<file path="config.mk">
export PLATFORM = sky130hd
export DESIGN_NAME = desc_queue_bram_mc
export DESIGN_NICKNAME = d
export VERILOG_FILES = /design/src/rtl/desc_queue_bram_mc.sv
export SDC_FILE = /design/constraint.sdc
export NUM_CORES = 2
export LEC_CHECK = 0
export BUFFER_PORTS_ARGS = -buffer_cell sky130_fd_sc_hd__buf_4
export CORE_ASPECT_RATIO = 1.1
export CORE_MARGIN = 2
export CORE_UTILIZATION = 45
export DETAILED_ROUTE_END_ITERATION = 7
export GPL_TIMING_DRIVEN = 0
export PLACE_DENSITY_LB_ADDON = 0.05
export SLEW_MARGIN = 30
export SYNTH_ARGS = -nofsm -noshare
export SYNTH_HDL_FRONTEND = slang
export SYNTH_MEMORY_MAX_BITS = 65536
export SYNTH_SLANG_ARGS = --single-unit
</file>
<file path="constraint.sdc">
create_clock -name clk -period 4.6 [get_ports clk]
set_clock_uncertainty 0.1 [all_clocks]
set_input_delay 0.46 -clock clk [delete_from_list [all_inputs] [get_ports clk]]
set_output_delay 0.46 -clock clk [all_outputs]
set_load 0.02 [all_outputs]
</file>
<file path="src/rtl/desc_queue_bram_mc.sv">
// Multi-channel descriptor queue: one simple-dual-port RAM split into NUM_CH
// circular regions, each run as an independent FIFO with a 1-cycle registered read.
module desc_queue_bram_mc #(
    parameter int WIDTH       = 64,
    parameter int DEPTH_NBITS = 4,
    parameter int CH_NBITS    = 2,
    parameter int NUM_CH      = 1 << CH_NBITS,
    parameter int AFULL_TH    = (1 << DEPTH_NBITS) - 2
) (
    input  logic                            clk,
    input  logic                            rst,
    input  logic                            wr,
    input  logic [CH_NBITS-1:0]             wr_ch,
    input  logic [WIDTH-1:0]                din,
    input  logic                            rd,
    input  logic [CH_NBITS-1:0]             rd_ch,
    output logic [WIDTH-1:0]                dout,
    output logic                            dout_valid,
    output logic [CH_NBITS-1:0]             dout_ch,
    output logic [NUM_CH-1:0]               empty,
    output logic [NUM_CH-1:0]               full,
    output logic [NUM_CH-1:0]               afull,
    output logic [NUM_CH*(DEPTH_NBITS+1)-1:0] count,
    output logic                            ovf_err,
    output logic                            udf_err
);

    localparam int CW = DEPTH_NBITS + 1;
    localparam int AW = CH_NBITS + DEPTH_NBITS;
    localparam logic [CW-1:0] MAX_CNT = CW'(1 << DEPTH_NBITS);
    localparam logic [CW-1:0] AF_CNT  = CW'(AFULL_TH);

    logic [WIDTH-1:0]       mem [0:(1<<AW)-1];
    logic [DEPTH_NBITS-1:0] wptr [NUM_CH];
    logic [DEPTH_NBITS-1:0] rptr [NUM_CH];
    logic [CW-1:0]          cnt  [NUM_CH];

    logic              wr_ok;
    logic              rd_ok;
    logic [NUM_CH-1:0] wr_hit;
    logic [NUM_CH-1:0] rd_hit;

    // Acceptance uses the pre-update flags, so a same-channel wr/rd never passes through.
    always_comb begin
        wr_ok  = wr & ~full[wr_ch];
        rd_ok  = rd & ~empty[rd_ch];
        wr_hit = wr_ok ? (NUM_CH'(1) << wr_ch) : '0;
        rd_hit = rd_ok ? (NUM_CH'(1) << rd_ch) : '0;
    end

    always_comb begin
        empty = '0;
        full  = '0;
        afull = '0;
        count = '0;
        for (int c = 0; c < NUM_CH; c++) begin
            empty[c]            = (cnt[c] == '0);
            full[c]             = (cnt[c] == MAX_CNT);
            afull[c]            = (cnt[c] >= AF_CNT);
            count[c*CW +: CW]   = cnt[c];
        end
    end

    always_ff @(posedge clk) begin
        if (wr_ok)
            mem[{wr_ch, wptr[wr_ch]}] <= din;
    end

    // Registered read port; dout holds its value between dequeues.
    always_ff @(posedge clk) begin
        if (rst) begin
            dout       <= '0;
            dout_valid <= 1'b0;
            dout_ch    <= '0;
        end else begin
            dout_valid <= rd_ok;
            if (rd_ok) begin
                dout    <= mem[{rd_ch, rptr[rd_ch]}];
                dout_ch <= rd_ch;
            end
        end
    end

    always_ff @(posedge clk) begin
        if (rst) begin
            for (int c = 0; c < NUM_CH; c++) begin
                wptr[c] <= '0;
                rptr[c] <= '0;
                cnt[c]  <= '0;
            end
        end else begin
            for (int c = 0; c < NUM_CH; c++) begin
                if (wr_hit[c])
                    wptr[c] <= wptr[c] + DEPTH_NBITS'(1);
                if (rd_hit[c])
                    rptr[c] <= rptr[c] + DEPTH_NBITS'(1);
                case ({wr_hit[c], rd_hit[c]})
                    2'b10:   cnt[c] <= cnt[c] + CW'(1);
                    2'b01:   cnt[c] <= cnt[c] - CW'(1);
                    default: cnt[c] <= cnt[c];
                endcase
            end
        end
    end

    // Sticky error flags, cleared only by reset.
    always_ff @(posedge clk) begin
        if (rst) begin
            ovf_err <= 1'b0;
            udf_err <= 1'b0;
        end else begin
            if (wr && full[wr_ch])
                ovf_err <= 1'b1;
            if (rd && empty[rd_ch])
                udf_err <= 1'b1;
        end
    end

endmodule

</file>
==> summary.md <==
| Metric | Value |
|---|---|
| R2R cell count | `9` |
| Clk sink count | `4217` |
| Vias in the first global route | `96800` |
| Layout Cells excl Fill | `16200` |
| Crit path max fanout | `10` |
| CP Class | `reg -> reg` |
| Area leader, netlist | `edfxtp_1` |
| Routed Antenna Nets | `0` |
| CP Buf/Inv Count | `3` |
| Synth Instances | `10000` |
| Net Count, Synth | `10100` |
| Post-layout util | `53.8%` |
| Worst Tran Pin Value | `1160 ps` |
| Number of enable flip-flop cells after synthesis | `4148` |
| Post-synth top cells | `edfxtp_1 (4148), nand2_1 (1380), mux2i_1 (643)` |
| Pre-CTS setup slack | `-1230 ps` |
| RD Place Congestion | `0.900` |
| Final total power | `85.8 mW` |
| Routed via count | `99200` |
| Slew Limit Fails | `0` |
| CTS Buf Count | `429` |
| Fillers | `29000` |
| Startpoint Class | `flip-flop` |
| CP top delay family | `buffers and inverters` |
| RSZ-0062 raised after global routing | `no` |
| Clock Tree Root | `clkbuf_16` |
| Area contributors post-synth | `edfxtp_1 (76%), mux2i_1 (3.9%), mux4_2 (3.5%)` |
| Row cnt | `232` |
| Post-synth cell types | `66` |
| Sequential fraction of the synthesis area | `76.6%` |
| Later-pin clock latency in the skew report | `990 ps` |
| WL/cell | `35.6 um` |
| Initial Util | `45.3%` |
| Total gr overflow | `0` |
| Critical Path Sink Type | `flip-flop` |
| Critical Path AT | `5570 ps` |
| Hold Path Class | `in -> reg` |
| Fin. Hold Viols | `0` |
| CP Depth | `9` |
| Fin crit share | `105%` |
| Placed cells | `15300` |
| Initial antenna violation count | `59` |
| Seq cells post-synth | `4217` |
| Clk buf depth | `4` |
| CTS H-Tree Depth | `5` |
| Mapped Area | `164000 um2` |
| Max frequency | `0.207 GHz` |
| Status | `complete, but fails checks` |
| DRC violations left | `0` |
| Port-buffer cells | `170` |
| Slowest library cell on the worst path | `buf_1` |
| DRT Pass-1 Iters | `8` |
| # setup viols final | `19` |
| Failing checks | `negative setup slack` |
| CTS tree | `built` |
| Worst stage delay on the critical path | `860 ps` |
| Area grow syn2layout | `18.9%` |
| Reg2Reg Setup Slack | `-230 ps` |
| Largest net degree at the start of global routing | `65` |
| Worst-path clk slew | `60 ps` |
| Yosys top cell area share | `75.7%` |
| # IOs | `173` |
| Hold Crit Depth | `4` |
| Static Leak | `63.7 nW` |
| Die ar. | `370000 um2` |
| Maximum VDD drop | `321 uV` |
| Detail Placement HPWL | `413000 um` |
| CP Cell Sequence | `mux2i_4 -> mux2_2 -> buf_2 -> buf_2 -> buf_1 -> a31oi_1 -> o21ai_0 -> nand4_1 -> o31a_1` |
| Core area | `363000 um2` |
| Final wirelength | `577000 um` |
| FFs w/ async S/R, synth | `0%` |
| Ys Warns | `0` |
| Total GRT Usage | `30.6%` |
| DIE HEIGHT | `638 um` |
| Post-Syn Area per Cell | `16.4 um2` |
| Setup ws final | `-229 ps` |
| Layout cells sized above 1 | `16.5%` |
| Die width | `580 um` |
| Most instantiated library cell after synthesis | `edfxtp_1` |
| Rel. slew slack | `22.7%` |
| Top_reg_cell synth | `edfxtp_1` |
| Max_cap viols | `0` |
| Reg area | `126000 um2` |
| Via density | `6.13` |
| Final Critical Period | `4830 ps` |
| Most used cell, CP | `buf_2` |
| Multi-input gate area | `36400 um2` |
| Power Density | `439 nW/um2` |
| 1st-iter DRT viols | `12900` |
| Nets | `11100` |
| Crit path required time | `5350 ps` |
| First-pass GRT wire length | `781000 um` |
state kept, by name, summed over array words and instances, names as in the netlist:
register    cells
rptr           16
dout_valid      1
mem          4096
dout           64
wptr           16
udf_err         1
ovf_err         1
cnt            20
dout_ch         2
metrics by stage:
step	setup TNS [ps]	cell area, um2	hold WS [ps]
2_1_floorplan	-1600920	164000	435
3_3_place_gp	-	172000	352
3_5_place_dp	-52990	181000	361
4_1_cts	0	195000	162
5_1_grt	0	196000	235
6_report	-2250	196000	198
layer usage:
metal	wire length (um)	track usage, %	vias to the layer above	part of all wire (%)
met1	223000	40.3	51600	39
met2	268000	48.8	5209	47
met4	26300	12.2	14	4.6
li1	-	-	41400	-
met3	59200	7.89	1010	10
met5	90	0	-	0.016
logic make-up after synthesis:
logic type               Yosys count  share of synthesized area (%)
multiplexers                     930                           7.62
adder cells (fa/ha/maj)           26                          0.198
XOR/XNOR                          33                          0.176
AND/OR/NAND/NOR                 2659                           7.26
buffers and inverters            676                           1.89
AO/OA/AOI/OAI                   1460                           6.28
flip-flops                      4217                           76.6
worst reg2reg max path, cell delays in order (launching register included):
cell and delay [ps]:
edfxtp_1 520, mux2i_4 470, mux2_2 260, buf_2 490
buf_2 650, buf_1 910, a31oi_1 400, o21ai_0 360
nand4_1 150, o31a_1 380
what timing repair did:
item | 4_1_cts | 5_1_grt
endpoints found under the hold margin | 3304 | 0
endpoints found under the setup margin | 70 | 23
buffers inserted | 2 | 1
resized for setup | 51 | 16
hold buffers | 67 | 0
final cells by class:
class                           instances  area share [%]
Multi-Input combinational cell       5108            18.6
Buffer                                647            1.62
Antenna cell                           28          0.0358
Clock inverter                        240            1.01
Inverter                               29          0.0557
Tap cell                             4797            3.07
Timing Repair Buffer                  576            5.23
Sequential cell                      4217            64.4
Clock buffer                          558            5.96
placed cells by master, fill, tap and decap left out, types with 130 or more instances in the layout:
cell type | Yosys | final
a211oi_1 | 368 | 366
a21oi_1 | 173 | 173
a311oi_1 | 130 | 130
a31oi_1 | 197 | 197
and2_1 | 277 | 277
buf_16 | 0 | 250
buf_2 | 210 | 204
buf_4 | 30 | 240
clkbuf_1 | 335 | 386
clkbuf_16 | 0 | 444
edfxtp_1 | 4148 | 4148
mux2i_1 | 643 | 640
mux4_2 | 254 | 254
nand2_1 | 1380 | 1380
nand3_1 | 435 | 433
nor2_1 | 284 | 214
o22ai_1 | 172 | 172
report_power, final:
group          total [mW]  internal, mW  switching (mW)
logic                8.70          2.47            6.24
registers            42.8          42.5           0.227
clock network        34.3          19.6            14.8
worst paths after layout:
path | end | start
setup / recovery | dout[57] | rptr[0][0]
hold / removal | udf_err | rd
setup reg to reg | dout[57] | rptr[0][0]
hold reg to reg | udf_err | udf_err
Note: power is estimated with default switching activity, not from simulation.
